[src/rtl/branch_resolve_unit_pkg.sv]
// Shared branch-type and condition-code encodings, NZCV bit positions and the
// condition evaluator used by the EX-stage branch resolver.
package branch_resolve_unit_pkg;

  localparam logic [1:0] BR_NONE   = 2'b00;
  localparam logic [1:0] BR_UNCOND = 2'b01;
  localparam logic [1:0] BR_CBZ    = 2'b10;
  localparam logic [1:0] BR_BCOND  = 2'b11;

  localparam int FLAG_N = 3;
  localparam int FLAG_Z = 2;
  localparam int FLAG_C = 1;
  localparam int FLAG_V = 0;

  typedef enum logic [3:0] {
    COND_EQ = 4'h0, COND_NE = 4'h1, COND_HS = 4'h2, COND_LO = 4'h3,
    COND_MI = 4'h4, COND_PL = 4'h5, COND_VS = 4'h6, COND_VC = 4'h7,
    COND_HI = 4'h8, COND_LS = 4'h9, COND_GE = 4'hA, COND_LT = 4'hB,
    COND_GT = 4'hC, COND_LE = 4'hD, COND_AL = 4'hE, COND_NV = 4'hF
  } cond_e;

  // NV behaves as "always" here, matching the A64 treatment of 4'hF.
  function automatic logic cond_eval(input logic [3:0] cc, input logic [3:0] f);
    logic n, z, c, v;
    logic res;
    n = f[FLAG_N];
    z = f[FLAG_Z];
    c = f[FLAG_C];
    v = f[FLAG_V];
    res = 1'b1;
    case (cond_e'(cc))
      COND_EQ: res = z;
      COND_NE: res = !z;
      COND_HS: res = c;
      COND_LO: res = !c;
      COND_MI: res = n;
      COND_PL: res = !n;
      COND_VS: res = v;
      COND_VC: res = !v;
      COND_HI: res = c && !z;
      COND_LS: res = !(c && !z);
      COND_GE: res = (n == v);
      COND_LT: res = (n != v);
      COND_GT: res = !z && (n == v);
      COND_LE: res = !(!z && (n == v));
      COND_AL: res = 1'b1;
      COND_NV: res = 1'b1;
      default: res = 1'b1;
    endcase
    return res;
  endfunction

endpackage

[src/rtl/branch_resolve_unit_bht_2bit.sv]
// Branch history table of 2-bit saturating counters; the read port is
// combinational and sees the pre-update value in a write cycle.
module bht_2bit
  import branch_resolve_unit_pkg::*;
#(
  parameter int IDX_W = 4
) (
  input  logic             clk,
  input  logic             rst,
  input  logic [IDX_W-1:0] rd_idx,
  output logic             rd_taken,
  input  logic             wr_en,
  input  logic [IDX_W-1:0] wr_idx,
  input  logic             wr_taken
);

  logic [1:0] ctr [2**IDX_W];

  always_ff @(posedge clk or negedge rst) begin
    if (!rst) begin
      for (int i = 0; i < 2**IDX_W; i++) begin
        ctr[i] <= 2'b01;
      end
    end else if (wr_en) begin
      if (wr_taken && ctr[wr_idx] != 2'b11) begin
        ctr[wr_idx] <= ctr[wr_idx] + 2'b01;
      end else if (!wr_taken && ctr[wr_idx] != 2'b00) begin
        ctr[wr_idx] <= ctr[wr_idx] - 2'b01;
      end
    end
  end

  assign rd_taken = ctr[rd_idx][1];

endmodule

[src/rtl/branch_resolve_unit.sv]
// EX-stage branch resolver: NZCV flag register with optional forwarding,
// taken/mispredict decision registers and the BHT used for IF prediction.
module branch_resolve_unit
  import branch_resolve_unit_pkg::*;
#(
  parameter int DATA_W  = 64,
  parameter int BHT_IDX = 4,
  parameter int FWD_EN  = 1
) (
  input  logic               clk,
  input  logic               rst,
  input  logic               flag_we,
  input  logic [3:0]         flags_in,
  input  logic               br_valid,
  input  logic [1:0]         br_type,
  input  logic [3:0]         br_cond,
  input  logic               br_nz,
  input  logic [DATA_W-1:0]  br_reg,
  input  logic [BHT_IDX-1:0] br_idx,
  input  logic               br_pred,
  input  logic               flush,
  input  logic [BHT_IDX-1:0] lookup_idx,
  output logic               lookup_taken,
  output logic [3:0]         flags_q,
  output logic               take_valid,
  output logic               take_branch,
  output logic               mispredict
);

  logic [3:0] flags_eff;
  logic       resolve;
  logic       taken;

  assign flags_eff = ((FWD_EN != 0) && flag_we) ? flags_in : flags_q;
  assign resolve   = br_valid && (br_type != BR_NONE) && !flush;

  always_comb begin
    taken = 1'b0;
    case (br_type)
      BR_UNCOND: taken = 1'b1;
      BR_CBZ:    taken = (br_reg == '0) ^ br_nz;
      BR_BCOND:  taken = cond_eval(br_cond, flags_eff);
      default:   taken = 1'b0;
    endcase
  end

  always_ff @(posedge clk or negedge rst) begin
    if (!rst) begin
      flags_q <= 4'b0000;
    end else if (flag_we) begin
      flags_q <= flags_in;
    end
  end

  // Result registers are one-cycle pulses; a non-resolving cycle clears them.
  always_ff @(posedge clk or negedge rst) begin
    if (!rst) begin
      take_valid  <= 1'b0;
      take_branch <= 1'b0;
      mispredict  <= 1'b0;
    end else begin
      take_valid  <= resolve;
      take_branch <= resolve && taken;
      mispredict  <= resolve && (taken != br_pred);
    end
  end

  bht_2bit #(
    .IDX_W(BHT_IDX)
  ) u_bht (
    .clk      (clk),
    .rst      (rst),
    .rd_idx   (lookup_idx),
    .rd_taken (lookup_taken),
    .wr_en    (resolve),
    .wr_idx   (br_idx),
    .wr_taken (taken)
  );

endmodule
[config.mk]
export PLATFORM = sky130hd
export DESIGN_NAME = branch_resolve_unit
export DESIGN_NICKNAME = d
export VERILOG_FILES = /design/src/rtl/branch_resolve_unit_pkg.sv /design/src/rtl/branch_resolve_unit_bht_2bit.sv /design/src/rtl/branch_resolve_unit.sv
export SDC_FILE = /design/constraint.sdc
export NUM_CORES = 1
export LEC_CHECK = 0
export CAP_MARGIN = 20
export CORE_MARGIN = 2
export CORE_UTILIZATION = 35
export DETAILED_ROUTE_END_ITERATION = 6
export GPL_ROUTABILITY_DRIVEN = 0
export PLACE_DENSITY = 0.76
export SYNTH_ARGS = -nofsm -noshare
export SYNTH_HDL_FRONTEND = slang
export SYNTH_HIERARCHICAL = 1
export SYNTH_SLANG_ARGS = --single-unit
[constraint.sdc]
create_clock -name clk -period 2.9 [get_ports clk]
set_input_delay 0.29 -clock clk [delete_from_list [all_inputs] [get_ports clk]]
set_output_delay 0.29 -clock clk [all_outputs]
set_load 0.01 [all_outputs]
==> flow_summary.yaml <==
outcome:
  status: "finished clean"
placed_design:
  place_ws_ns: -0.361
  place_inst: 415
  placed_area_um2: 3850
  post-dp-hpwl_um: 6300
  port_buffers: 96
clocking:
  clkSinkCount: 39
  cts_made_buffers: 5
  clk_latency_ns: 0.29
  cts-root-buf: "clkbuf_8"
  htreeDepth: 2
  cts_tree: "built"
  clockBufferDepth: 2
  hold_buffers: 0
  clkTransAtPathRegs_ns: 0.08
global_route:
  grt_util_all_layers_pct: 19.4
  grt_pass1_wl_um: 12600
  globalRouteOverflowTotal: 0
  antenna_found_initial: 0
  grt_pass1_vias: 2440
  grt_max_degree: 40
routing:
  drtPass1Iterations: 4
  top_layer: "met4"
  drc_errors: 0
  vias: 2296
  wl_per_cell_um: 19.7
  ant_nets: 0
  met1_length_um: 3130
  vias_per_cell: 5.42
  wl_met3_um: 733
  drt-total-wl_um: 8370
  wl_met2_um: 4270
  drtIter0Drc: 75
setup_path:
  cp-end-kind: "flip-flop"
  critPathLaunchType: "flip-flop"
  worstPathMaxFanout: 6
  path_class: "flip-flop to flip-flop"
  crit_buf_inv: 0
  cpMaxStageDelayCell: "mux4_2"
  arrival_ns: 3.04
  required_ns: 3.08
  cpPeakStageDelay_ns: 0.49
  critPathTopFamily: "multiplexers"
  crit_chain: "xnor2_1 -> mux4_2 -> xnor2_2 -> nor3_2 -> o32a_1 -> mux2_4 -> nor4_4 -> mux2_4"
  crit_path_frequent_cell: "mux2_4"
synthesis:
  synth_edf_count: 0
  synth.net_count: 300
  synthAdderAreaFrac_pct: 0.942
  synth_compound_area_share_pct: 1.74
  synthSimpleGateAreaFrac_pct: 19.8
  synthXorXnorAreaFrac_pct: 2.31
  synth_area_leader_cell: "dfrtp_1"
  synth_top_family_by_area: "multiplexers"
  muxShareOfSynthArea_pct: 34.8
  synth_area_leaders: "dfrtp_1 (22%), mux2_2 (16%), dfstp_2 (16%)"
  synth_cell_type_count: 38
  synth_flop_cell: "dfrtp_1"
  syn_avg_cell_area_um2: 12.7
  ys_warn_count: 6
  ys_ff_latch: 39
  netlist_instances: 209
  syn-cell-area_um2: 2660
  synth.top_cell.area_share_pct: 21.7
  ys_seq_area_share_pct: 37.5
  synth_async_sr_flop_share_pct: 100
timing:
  drv_slew: 0
  finalHoldViolations: 0
  timing.fmax_mhz: 350
  finalCritPeriodShare_pct: 98.5
  finalCriticalPeriod_ns: 2.86
  setup_slack_ns: 0.0430
  slew_headroom_pct: 43.7
  tightest_slew_ns: 0.844
  fin_skew_ns: 0.0113
  setup_viol: 0
  rsz0062_at_grt: "yes"
cells_and_area:
  antenna_cells: 0
  area_growth_pct: 57.7
  fin_area_um2: 4190
  layoutNonFillerInstCount: 424
  layout.nets: 415
  drive_gt1_share_pct: 40.3
power:
  p_int_w: 0.00139
  powerDensity_nw_per_um2: 483
  clkPwrFrac_pct: 18.4
  seqPwrFrac_pct: 41.3
  p_switching_w: 0.000632
  peakVddDrop_v: 0.000245
  p_leak_nw: 1.89
  switching_share_pct: 31.2
  combPwrFrac_pct: 40.4
floorplan:
  dieArea_um2: 8300
  initial_core_util_pct: 36.4
  fp-row-count: 31
  die_x_um: 91.1
  ioPinCount: 97
  chipHeight_um: 91.1
  core_area_um2: 7290
min_path:
  min_path_type: "input port to asynchronous set/reset pin"
job:
  maxCapViolations: 0
## through the flow
step	hold WS (ns)	power, W	setup TNS (ns)	utilization, %
after global routing	0.154	0.00214	-0.0540	57.4
after CTS	0.124	0.00201	0	54.6
after floorplan	-0.00559	0.00127	0	-
after detailed placement	0.440	0.00161	-8.08	52.8
final	0.0919	0.00202	0	57.4
after global placement	0.432	0.00158	-7.07	52.8
## kinds of logic (layout without fill, tap and decap cells)
| logic type | after synthesis | in the layout |
|---|---|---|
| simple gates | 75 | 75 |
| mux | 69 | 70 |
| flops | 39 | 39 |
| buf+inv | 12 | 127 |
| xor+xnor | 7 | 7 |
| compound gates | 5 | 5 |
| fa+ha+maj | 2 | 2 |
## repair_timing
| item | CTS | global route |
|---|---|---|
| buffers inserted | 0 | 0 |
| hold endpoints to repair | 0 | 0 |
| setup endpoints to repair | 7 | 32 |
| pin swaps | 3 | 18 |
| cloned | 1 | 0 |
| gates resized for setup | 6 | 54 |
## final timing paths
kind	from	to	slack (ns)	cells past startpoint
setup / recovery	flags_q[3]	u_bht/ctr[25]	0.04	8
hold / removal	rst	u_bht/ctr[27]	0.09	1
setup reg to reg	flags_q[3]	u_bht/ctr[25]	0.04	8
hold reg to reg	u_bht/ctr[13]	u_bht/ctr[13]	0.53	1
max in group asynchronous	rst	take_valid	2.26	1
min in group clk	flags_in[1]	flags_q[1]	0.37	3
## power by group through the flow
stage	registers [W]	logic, W	clock network, W
after global placement	0.000830	0.000751	0
after global routing	0.000858	0.000870	0.000412
after CTS	0.000834	0.000795	0.000385
final	0.000835	0.000817	0.000372
after detailed placement	0.000842	0.000767	0
after floorplan	0.000804	0.000462	0
## cell usage in the layout, fill, tap and decap left out, drive strengths merged, types with 2 or more instances in the layout
cell / instances
ha: 2
clkbuf: 7
inv: 2
nand3b: 2
and4: 2
mux2i: 14
nand2b: 5
nor3: 11
nor2b: 5
nand2: 9
nor3b: 2
nand3: 7
mux4: 14
dfstp: 16
nor2: 3
nand4: 7
nor4: 20
dfrtp: 23
mux2: 42
buf: 22
xnor2: 6
dlymetal6s2s: 34
clkdlybuf4s50: 60
## cells in the mapped netlist (4+ instances only)
cell type,n
buf_2,4
nor2b_1,5
nand2_1,9
dfstp_2,16
mux2i_1,14
nand2b_1,5
dfrtp_1,23
nand3_1,7
nor4_1,17
nand4_1,7
xnor2_1,6
mux4_2,14
mux2_2,38
nor3_2,9
## final cells by class
cell class | instances | area, um2
well taps | 99 | 124
multi-input cells | 159 | 1740
inverters | 2 | 7.51
flip-flops and latches | 39 | 996
clock inverters | 1 | 5.00
repair buffers | 117 | 1230
clock buffers | 7 | 86.3
fillers | 622 | 3100
## metal layers
| metal | vias to the layer above | track usage (%) |
|---|---|---|
| li1 | 1054 | - |
| met1 | 1112 | 22.0 |
| met2 | 114 | 33.6 |
| met3 | 16 | 5.81 |
| met4 | 0 | 8.33 |
| met5 | - | 0 |
(Power assumes the default switching activity.)
